===== config.mk =====
export PLATFORM = sky130hd
export DESIGN_NAME = sad_block_accum
export DESIGN_NICKNAME = d
export VERILOG_FILES = /design/src/rtl/sad_pkg.sv /design/src/rtl/abs_diff_unit.sv /design/src/rtl/sad_block_accum.sv
export SDC_FILE = /design/constraint.sdc
export NUM_CORES = 1
export LEC_CHECK = 0
export BUFFER_PORTS_ARGS = -buffer_cell sky130_fd_sc_hd__clkbuf_2
export CAP_MARGIN = 20
export CORE_MARGIN = 10
export CORE_UTILIZATION = 30
export DETAILED_ROUTE_END_ITERATION = 16
export GPL_TIMING_DRIVEN = 0
export SLEW_MARGIN = 20
export SYNTH_ARGS = -nofsm -noshare
export SYNTH_HDL_FRONTEND = slang
export SYNTH_SLANG_ARGS = --single-unit
export TNS_END_PERCENT = 100

===== constraint.sdc =====
create_clock -name clk -period 11.9 [get_ports clk]
set_input_delay 1.19 -clock clk [delete_from_list [all_inputs] [get_ports clk]]
set_output_delay 1.19 -clock clk [all_outputs]
set_load 0.02 [all_outputs]

===== src/rtl/sad_pkg.sv =====
// Shared definitions for the SAD block-accumulation stage: default operand
// width and block length, the pixel type and the accumulator width helper.
package sad_pkg;

  localparam int DATA_W_DEF  = 8;
  localparam int BLK_LEN_DEF = 16;

  typedef logic [DATA_W_DEF-1:0] pix_t;

  // Width able to hold blk_len maximum-valued operands without overflow.
  function automatic int acc_w(input int data_w, input int blk_len);
    return data_w + $clog2(blk_len);
  endfunction

endpackage


===== src/rtl/abs_diff_unit.sv =====
// Exact combinational |a-b| on unsigned operands. Lives in its own module so
// an approximate abs-diff netlist can be dropped in without touching the
// accumulator.
module abs_diff_unit #(
  parameter int DATA_W = 8
) (
  input  logic [DATA_W-1:0] a,
  input  logic [DATA_W-1:0] b,
  output logic [DATA_W-1:0] d
);

  // Subtract the smaller operand from the larger so the result never wraps.
  always_comb begin
    if (a >= b) begin
      d = a - b;
    end else begin
      d = b - a;
    end
  end

endmodule


===== src/rtl/sad_block_accum.sv =====
// Streaming SAD stage: accumulates |a-b| over BLK_LEN beats, tracks the
// per-block maximum and presents {sum, max} on a valid/ready port backed by a
// single result register.
// Optional build macro SAD_INPUT_PIPE_EN: inserts a register slot
// (diff, last flag, valid) between the abs-diff unit and the accumulator.
module sad_block_accum
  import sad_pkg::*;
#(
  parameter int    DATA_W  = DATA_W_DEF,
  parameter int    BLK_LEN = BLK_LEN_DEF,
  localparam int   ACC_W   = acc_w(DATA_W, BLK_LEN)
) (
  input  logic              clk,
  input  logic              rst_n,
  input  logic              in_valid,
  output logic              in_ready,
  input  logic [DATA_W-1:0] in_a,
  input  logic [DATA_W-1:0] in_b,
  output logic              out_valid,
  input  logic              out_ready,
  output logic [ACC_W-1:0]  out_sad,
  output logic [DATA_W-1:0] out_max
);

  localparam int              CNT_W    = $clog2(BLK_LEN);
  localparam logic [CNT_W-1:0] LAST_CNT = CNT_W'(BLK_LEN - 1);
  localparam logic [CNT_W-1:0] CNT_ONE  = CNT_W'(1);

  logic [DATA_W-1:0] diff_s;
  logic              in_fire_s;
  logic              in_last_s;
  logic              in_ready_s;
  logic              res_block_s;
  logic              acc_fire_s;
  logic              acc_last_s;
  logic [DATA_W-1:0] acc_in_s;
  logic [ACC_W-1:0]  sum_new_s;
  logic [DATA_W-1:0] max_new_s;

  logic [CNT_W-1:0]  cnt_q, cnt_d;
  logic [ACC_W-1:0]  acc_q, acc_d;
  logic [DATA_W-1:0] max_q, max_d;
  logic              out_valid_q, out_valid_d;
  logic [ACC_W-1:0]  sad_q, sad_d;
  logic [DATA_W-1:0] omax_q, omax_d;

  abs_diff_unit #(.DATA_W(DATA_W)) u_abs_diff (
    .a (in_a),
    .b (in_b),
    .d (diff_s)
  );

  // A pending result the consumer is not taking this cycle blocks a new load.
  assign res_block_s = out_valid_q & ~out_ready;
  assign in_last_s   = (cnt_q == LAST_CNT);
  assign in_fire_s   = in_valid & in_ready_s;

`ifdef SAD_INPUT_PIPE_EN
  logic              p_valid_q, p_valid_d;
  logic              p_last_q, p_last_d;
  logic [DATA_W-1:0] p_diff_q, p_diff_d;

  // Slot drains unless it holds a last beat that cannot reach the result register.
  always_comb begin
    in_ready_s = ~(p_valid_q & p_last_q & res_block_s);
    acc_fire_s = p_valid_q & ~(p_last_q & res_block_s);
    acc_last_s = p_last_q;
    acc_in_s   = p_diff_q;
  end

  // Pipe slot next state: load on accepted beat, empty when drained, else hold.
  always_comb begin
    p_valid_d = p_valid_q;
    p_last_d  = p_last_q;
    p_diff_d  = p_diff_q;
    if (in_fire_s) begin
      p_valid_d = 1'b1;
      p_last_d  = in_last_s;
      p_diff_d  = diff_s;
    end else if (acc_fire_s) begin
      p_valid_d = 1'b0;
    end else begin
      p_valid_d = p_valid_q;
    end
  end

  // Pipe slot registers.
  always_ff @(posedge clk) begin
    if (!rst_n) begin
      p_valid_q <= 1'b0;
      p_last_q  <= 1'b0;
      p_diff_q  <= {DATA_W{1'b0}};
    end else begin
      p_valid_q <= p_valid_d;
      p_last_q  <= p_last_d;
      p_diff_q  <= p_diff_d;
    end
  end
`else
  // Abs-diff feeds the accumulator directly; only a last beat needs the result slot.
  always_comb begin
    in_ready_s = ~(res_block_s & in_last_s);
    acc_fire_s = in_fire_s;
    acc_last_s = in_last_s;
    acc_in_s   = diff_s;
  end
`endif

  assign sum_new_s = acc_q + ACC_W'(acc_in_s);
  assign max_new_s = (acc_in_s > max_q) ? acc_in_s : max_q;

  // Beat counter on the input side; wraps to zero after the last beat.
  always_comb begin
    cnt_d = cnt_q;
    if (in_fire_s) begin
      if (in_last_s) begin
        cnt_d = {CNT_W{1'b0}};
      end else begin
        cnt_d = cnt_q + CNT_ONE;
      end
    end else begin
      cnt_d = cnt_q;
    end
  end

  // Accumulate, track max, and move the finished block into the result register.
  always_comb begin
    acc_d  = acc_q;
    max_d  = max_q;
    sad_d  = sad_q;
    omax_d = omax_q;
    if (acc_fire_s) begin
      if (acc_last_s) begin
        sad_d  = sum_new_s;
        omax_d = max_new_s;
        acc_d  = {ACC_W{1'b0}};
        max_d  = {DATA_W{1'b0}};
      end else begin
        acc_d  = sum_new_s;
        max_d  = max_new_s;
      end
    end else begin
      acc_d = acc_q;
    end
  end

  // Result valid: set on load, cleared on consume, a same-edge load wins.
  always_comb begin
    out_valid_d = out_valid_q;
    if (acc_fire_s & acc_last_s) begin
      out_valid_d = 1'b1;
    end else if (out_valid_q & out_ready) begin
      out_valid_d = 1'b0;
    end else begin
      out_valid_d = out_valid_q;
    end
  end

  // Datapath and handshake state registers.
  always_ff @(posedge clk) begin
    if (!rst_n) begin
      cnt_q       <= {CNT_W{1'b0}};
      acc_q       <= {ACC_W{1'b0}};
      max_q       <= {DATA_W{1'b0}};
      out_valid_q <= 1'b0;
      sad_q       <= {ACC_W{1'b0}};
      omax_q      <= {DATA_W{1'b0}};
    end else begin
      cnt_q       <= cnt_d;
      acc_q       <= acc_d;
      max_q       <= max_d;
      out_valid_q <= out_valid_d;
      sad_q       <= sad_d;
      omax_q      <= omax_d;
    end
  end

  assign in_ready  = in_ready_s;
  assign out_valid = out_valid_q;
  assign out_sad   = sad_q;
  assign out_max   = omax_q;

endmodule


==> flow_metrics.tcl, run 1 <==
set metrics [dict create \
    synth.top_cell.area_share_pct 31.2 \
    floorplan.die_area_um2 13900 \
    transition_time_of_the_tightest_slew_check_pin_ns 0.874 \
    cts_root_buf "sky130_fd_sc_hd__clkbuf_8" \
    syn_area_per_cell_um2 8.13 \
    post_drt_via_cell_ratio 4.89 \
    port_buffers 41 \
    via_count_of_the_first_global_routing_pass 2678 \
    antenna_found_initial 0 \
    outcome "complete, no violations" \
    fin_tns_setup_ns 0 \
    peakVddDrop_mv 0.0470 \
    cts_tree "done" \
    cts_hold_buffers_added 0 \
    synth-warning-count 0 \
    grt_max_degree 15 \
    cts.clk_slew.worst_paths_ns 0.09 \
    floorplan.io_pins 42 \
    ys_seq_area_share_pct 31.2 \
    cts_resized 0 \
    rsz_0062_raised_after_global_routing "no" \
    drt_first_pass_iters 4 \
    clk_latency_ns 0.30 \
    drt-wirelength-per-cell_um 13.6 \
    async_flop_share_pct 0 \
    maxCapViolCount 0 \
    final.period_utilization_pct 41.9 \
    grtUsageTotal_pct 10.5 \
    primary_ff_master_synth "sky130_fd_sc_hd__dfxtp_1" \
    cts-root-to-sink-buffers 2 \
    post_synth_instance_area_um2 2890 \
    net_count_after_synthesis 410 \
    initial_utilization_pct 31.1 \
    worst-endpoint-arrival_ns 5.15 \
    power.density_nw_per_um2 165 \
    netlist-cell-type-count 45 \
    ant_nets 0 \
    fp.dieW_um 118 \
    final-setup-viol-count 0 \
    place.detailed.instances 525 \
    last_weighted_congestion_value_of_the_routability_driven_placer 0.863 \
    detail_route.wirelength_mm 7.23 \
    leakage_nw 1.51 \
    timing.final.max_slew_violations 0 \
    antenna_cells_inserted 0 \
    rr_startpoint "acc_q[0]$_SDFFE_PN0P_" \
    die_h_um 118 \
    syn-instance-count 355 \
    dpl.hpwl_mm 5.83 \
    cts.sinks 45 \
    hold_viol_final 0 \
    yosys_register_bits 45 \
    max_clock_freq_mhz 200 \
    fin_worst_skew_ns 0.00815 \
    commonest_non_fill_non_tap_cells_in_the_layout "sky130_fd_sc_hd__nand2_1 (45), sky130_fd_sc_hd__dfxtp_1 (45), sky130_fd_sc_hd__clkbuf_2 (41), sky130_fd_sc_hd__inv_1 (34), sky130_fd_sc_hd__ha_1 (32)" \
    fp-row-count 35 \
    critPathCaptureType "flip-flop" \
    timing.critical_path.from_type "input pin" \
    timing.hold.worst.start "out_max[0]$_SDFFE_PN0P_" \
    timing.critical_path.required_ns 12.07 \
    layout.nets 458 \
    htreeDepth 2 \
    min_period_ns 4.99 \
    synth_largest_area_cell "sky130_fd_sc_hd__dfxtp_1" \
    grt_overflow_total 0 \
    vias 2604 \
    edff_count_synth 0 \
    number_of_setup_buffers_added_after_cts 0 \
    setup.worst_path.start "in_a[0]" \
    hold_path_class "reg -> reg" \
    critical_path_class "in -> reg" \
    ff2ff_setup_slack_ns 9.26 \
    post-layout-total-power_mw 0.556 \
    fin_cells 533 \
    number_of_buffers_added_by_the_clock_tree_synthesis_step 5 \
    post_synth_main_area_contributors "sky130_fd_sc_hd__dfxtp_1 (31%), sky130_fd_sc_hd__ha_1 (14%), sky130_fd_sc_hd__nand2_1 (5.9%)" \
    syn_to_final_growth_pct 16.9 \
    drt-initial-drc-count 154 \
    post_route_drc_violation_count 0 \
    worstPathMaxFanout 8 \
    placeableCoreArea_um2 9280 \
    first_pass_grt_wire_length_mm 12.5 \
    drive_above_1_share_pct 14.1 \
    timing.slew.headroom_pct 41.0 \
]
[sequential cells by signal (all words and copies together), names as in the netlist]
name and cells:
acc_q 12, cnt_q 4, max_q 8, out_max 8
out_sad 12, out_valid 1
[cell usage after synthesis (4+ instances only)]
library cell,count
sky130_fd_sc_hd__dfxtp_1,45
sky130_fd_sc_hd__nand2_1,45
sky130_fd_sc_hd__inv_1,34
sky130_fd_sc_hd__ha_1,32
sky130_fd_sc_hd__a21oi_1,28
sky130_fd_sc_hd__nor2_1,23
sky130_fd_sc_hd__o21ai_0,22
sky130_fd_sc_hd__clkbuf_1,12
sky130_fd_sc_hd__xnor2_1,12
sky130_fd_sc_hd__nand3_1,10
sky130_fd_sc_hd__a21o_1,6
sky130_fd_sc_hd__a31oi_1,6
sky130_fd_sc_hd__mux2i_1,6
sky130_fd_sc_hd__nand4_1,6
sky130_fd_sc_hd__a221o_1,5
sky130_fd_sc_hd__a22oi_1,5
sky130_fd_sc_hd__and2_1,5
sky130_fd_sc_hd__a22o_1,4
sky130_fd_sc_hd__and3_1,4
sky130_fd_sc_hd__o211ai_1,4
sky130_fd_sc_hd__xor2_1,4
[per-stage QoR]
stage	setup WS (ns)	area (um^2)	hold WS (ns)	util, %
3_3_place_gp	6.62	3250	0.444	35.0
2_1_floorplan	7.35	2890	0.425	-
6_report	6.91	3370	0.457	36.3
3_5_place_dp	6.66	3250	0.449	35.0
4_1_cts	6.95	3370	0.461	36.3
5_1_grt	6.49	3370	0.477	36.3
[routing by layer]
layer  share of wire, %  vias to the layer above  track usage (%)
met2                 46                       63             16.8
li1                   -                     1346                -
met4                1.5                        0             3.48
met5                  0                        -                0
met3                4.8                        8             2.64
met1                 48                     1187             13.4
[critical path: stages]
cell,delay (ns)
sky130_fd_sc_hd__clkbuf_2,0.10
sky130_fd_sc_hd__inv_1,0.05
sky130_fd_sc_hd__ha_1,0.15
sky130_fd_sc_hd__inv_1,0.05
sky130_fd_sc_hd__fa_1,0.39
sky130_fd_sc_hd__nand3_1,0.11
sky130_fd_sc_hd__a31oi_1,0.14
sky130_fd_sc_hd__a211oi_4,0.49
sky130_fd_sc_hd__mux2i_1,0.28
sky130_fd_sc_hd__xor2_1,0.29
sky130_fd_sc_hd__inv_1,0.11
sky130_fd_sc_hd__ha_1,0.36
sky130_fd_sc_hd__nand3_1,0.11
sky130_fd_sc_hd__o211ai_1,0.12
sky130_fd_sc_hd__o41ai_1,0.73
sky130_fd_sc_hd__nor2_1,0.20
sky130_fd_sc_hd__xnor2_1,0.20
sky130_fd_sc_hd__a21oi_1,0.08
[logic make-up after synthesis]
| family | after synthesis | share of synthesized area (%) |
|---|---|---|
| AO/OA/AOI/OAI | 99 | 22.7 |
| XOR/XNOR | 16 | 4.85 |
| adder cells (fa/ha/maj) | 35 | 16.0 |
| buffers and inverters | 48 | 6.54 |
| flip-flops | 45 | 31.2 |
| multiplexers | 7 | 2.47 |
| AND/OR/NAND/NOR | 105 | 16.3 |
[power breakdown]
part,internal (mW),total (mW),switching [mW]
clock,0.0683,0.122,0.0535
combinational,0.0972,0.243,0.146
sequential,0.176,0.191,0.0150
[path summary, 6_finish.rpt]
kind                                            endpoint  depth (start not counted)
worst max register to register  out_sad[10]$_SDFFE_PN0P_                          8
worst min-delay path             out_max[0]$_SDFFE_PN0P_                          2
worst max-delay path            out_sad[10]$_SDFFE_PN0P_                         18
worst min register to register   out_max[0]$_SDFFE_PN0P_                          2
[layout make-up]
class                   instances  area, um^2
multi-input cells             262        1800
repair buffers                 41         205
plain buffers                  14        61.3
clock buffers                   6        82.6
well taps                     129         161
inverters                      34         128
flip-flops and latches         45         901
clock inverters                 2        37.5
fillers                      1021        5910
No activity file was read; power rests on OpenSTA's default activity.
==> run 2, diff against run 1 <==
Settings changed: ABC_AREA from default to 1.
Clock period 11.9 ns to 5.1 ns, I/O delays scaled along.
==> run 2 against run 1 <==
  * Core utilization down 0.87 points
  * Sequential power up 110%
  * Worst setup slack worse by 5.2 ns
  * Global-route usage about the same
  * Sequential cell count unchanged
==> flow_metrics.tcl, run 2 <==
set metrics [dict create \
    primary_ff_master_synth "sky130_fd_sc_hd__dfxtp_1" \
    fp.dieW_um 123 \
    min_period_ns 3.42 \
    vias 3005 \
    layout.nets 571 \
    timing.hold.worst.start "rst_n" \
    drt-wirelength-per-cell_um 11.9 \
    cts_hold_buffers_added 0 \
    cts.sinks 45 \
    last_weighted_congestion_value_of_the_routability_driven_placer 0.863 \
    syn_area_per_cell_um2 6.77 \
    fin_tns_setup_ns 0 \
    drive_above_1_share_pct 14.9 \
    switchingPower_mw 0.498 \
    fin_cells 653 \
    first_pass_grt_wire_length_mm 13.1 \
    timing.slew.headroom_pct 64.6 \
    hold_path_class "in -> reg" \
    post_synth_instance_area_um2 3170 \
    preCtsSetupSlack_ns 1.32 \
    timing.hold.worst_path_depth 3 \
    net_count_after_synthesis 523 \
    peakVddDrop_mv 0.130 \
    leakage_nw 1.94 \
    syn_to_final_growth_pct 15.5 \
    post_drt_via_cell_ratio 4.60 \
    port_buffers 41 \
    power.share.sequential_pct 33.0 \
    worst_r2r_path_depth 9 \
    place.detailed.instances 645 \
    placeableCoreArea_um2 10300 \
    outcome "complete, no violations" \
    fp-row-count 37 \
    post-layout-total-power_mw 1.24 \
    transition_time_of_the_tightest_slew_check_pin_ns 0.531 \
    cell_internal_pwr_mw 0.742 \
    power.clock.fraction_pct 23.0 \
    layout.cells.most_common "sky130_fd_sc_hd__nand2_1" \
    detail_route.wirelength_mm 7.77 \
    synth_largest_area_cell "sky130_fd_sc_hd__dfxtp_1" \
    timing.critical_path.from_type "input pin" \
    fin_worst_skew_ns 0.00792 \
    maxCapViolCount 0 \
    synth.top_cell.area_share_pct 28.4 \
    post-synth-top-count-cell "sky130_fd_sc_hd__nand2_1" \
    floorplan.die_area_um2 15100 \
    timing.final.max_slew_violations 0 \
    antenna_cells_inserted 0 \
    rsz_0062_raised_after_global_routing "no" \
    cts_tree "done" \
    edff_count_synth 0 \
    commonest_non_fill_non_tap_cells_in_the_layout "sky130_fd_sc_hd__nand2_1 (147), sky130_fd_sc_hd__inv_1 (75), sky130_fd_sc_hd__dfxtp_1 (45), sky130_fd_sc_hd__nand3_1 (44), sky130_fd_sc_hd__clkbuf_2 (41)" \
    cts_root_buf "sky130_fd_sc_hd__clkbuf_8" \
    antenna_found_initial 0 \
    final.period_utilization_pct 67.1 \
    post_synth_main_area_contributors "sky130_fd_sc_hd__dfxtp_1 (28%), sky130_fd_sc_hd__nand2_1 (17%), sky130_fd_sc_hd__ha_1 (13%)" \
    netlist-cell-type-count 36 \
    timing.critical_path.required_ns 5.33 \
    drt_first_pass_iters 4 \
    number_of_setup_buffers_added_after_cts 0 \
    synth-warning-count 0 \
    initial_utilization_pct 30.7 \
    yosys-top-cells-count "sky130_fd_sc_hd__nand2_1 (147), sky130_fd_sc_hd__inv_1 (75), sky130_fd_sc_hd__dfxtp_1 (45)" \
    cts-root-to-sink-buffers 2 \
    cts.clk_slew.worst_paths_ns 0.10 \
    critical_path_class "in -> reg" \
    ys_seq_area_share_pct 28.4 \
    final-setup-viol-count 0 \
    rr_startpoint "acc_q[0]$_SDFFE_PN0P_" \
    final.setup.worst_slack_ns 1.68 \
    cts_resized 0 \
    dpl.hpwl_mm 6.09 \
    setup.worst_path.start "in_a[0]" \
    async_flop_share_pct 0 \
    post_route_drc_violation_count 0 \
    via_count_of_the_first_global_routing_pass 2933 \
    switching_share_pct 40.2 \
    critPathCaptureType "flip-flop" \
    hold-worst-slack_ns 0.447 \
    drt-initial-drc-count 154 \
    hold_viol_final 0 \
    power.density_nw_per_um2 339 \
    worstPathMaxFanout 10 \
    design_area_final_um2 3660 \
    grt_max_degree 17 \
    finalCoreUtilization_pct 35.5 \
    syn-instance-count 468 \
    die_h_um 123 \
    power.share.combinational_pct 44.0 \
    number_of_buffers_added_by_the_clock_tree_synthesis_step 5 \
    place_area_um2 3540 \
    floorplan.io_pins 42 \
    ant_nets 0 \
    clk_latency_ns 0.31 \
    max_clock_freq_mhz 292 \
    yosys_register_bits 45 \
    grt_overflow_total 0 \
    htreeDepth 2 \
    grtUsageTotal_pct 10.5 \
    layout.filler_cells 1128 \
    worst-endpoint-arrival_ns 3.65 \
]
run 2: cells by family after synthesis:
kind of cell | Yosys count | synth area share, %
XOR/XNOR | 12 | 3.32
adder cells (fa/ha/maj) | 35 | 14.5
AND/OR/NAND/NOR | 225 | 31.1
AO/OA/AOI/OAI | 60 | 10.9
buffers and inverters | 91 | 11.7
flip-flops | 45 | 28.4
run 2: critical path: stages:
cell	delay, ns
sky130_fd_sc_hd__clkbuf_2	0.09
sky130_fd_sc_hd__inv_1	0.05
sky130_fd_sc_hd__ha_1	0.14
sky130_fd_sc_hd__inv_1	0.08
sky130_fd_sc_hd__fa_1	0.43
sky130_fd_sc_hd__nand3_2	0.09
sky130_fd_sc_hd__nand3_2	0.09
sky130_fd_sc_hd__nand2_1	0.11
sky130_fd_sc_hd__nand3_2	0.09
sky130_fd_sc_hd__buf_6	0.16
sky130_fd_sc_hd__o21ai_1	0.18
sky130_fd_sc_hd__inv_1	0.14
sky130_fd_sc_hd__fa_1	0.45
sky130_fd_sc_hd__nand3_1	0.09
sky130_fd_sc_hd__nand3_1	0.11
sky130_fd_sc_hd__a21oi_1	0.28
sky130_fd_sc_hd__o21ai_0	0.20
sky130_fd_sc_hd__nand3_1	0.12
sky130_fd_sc_hd__nand3_1	0.08
sky130_fd_sc_hd__a21oi_1	0.16
run 2: final timing paths:
check	end	slack (ns)
min	out_valid$_SDFFE_PN0P_	0.45
max	acc_q[10]$_SDFFE_PN0P_	1.68
max reg2reg	acc_q[10]$_SDFFE_PN0P_	3.01
min reg2reg	out_sad[10]$_SDFFE_PN0P_	0.45
run 2: metal layers:
layer | global-route usage, % | up-vias | wire (um) | share of wire, %
met5 | 0 | - | 0 | 0
met2 | 17.8 | 60 | 3550 | 46
met4 | 3.90 | 0 | 98 | 1.3
li1 | - | 1576 | - | -
met3 | 2.16 | 8 | 383 | 4.9
met1 | 12.7 | 1361 | 3740 | 48
run 2: layout make-up:
type	instances	area, um^2	area share, %
Inverter	78	293	8.00
Tap cell	136	170	4.65
Buffer	13	78.8	2.15
Timing Repair Buffer	41	205	5.60
Sequential cell	45	901	24.6
Clock buffer	5	68.8	1.88
Multi-Input combinational cell	332	1900	51.8
Clock inverter	3	47.5	1.30
run 2: power by group through the flow:
stage	clock network [mW]	logic (mW)	registers [mW]
2_1_floorplan	0	0.429	0.412
3_3_place_gp	0	0.536	0.416
3_5_place_dp	0	0.544	0.416
4_1_cts	0.295	0.547	0.408
5_1_grt	0.310	0.626	0.413
6_report	0.285	0.546	0.409
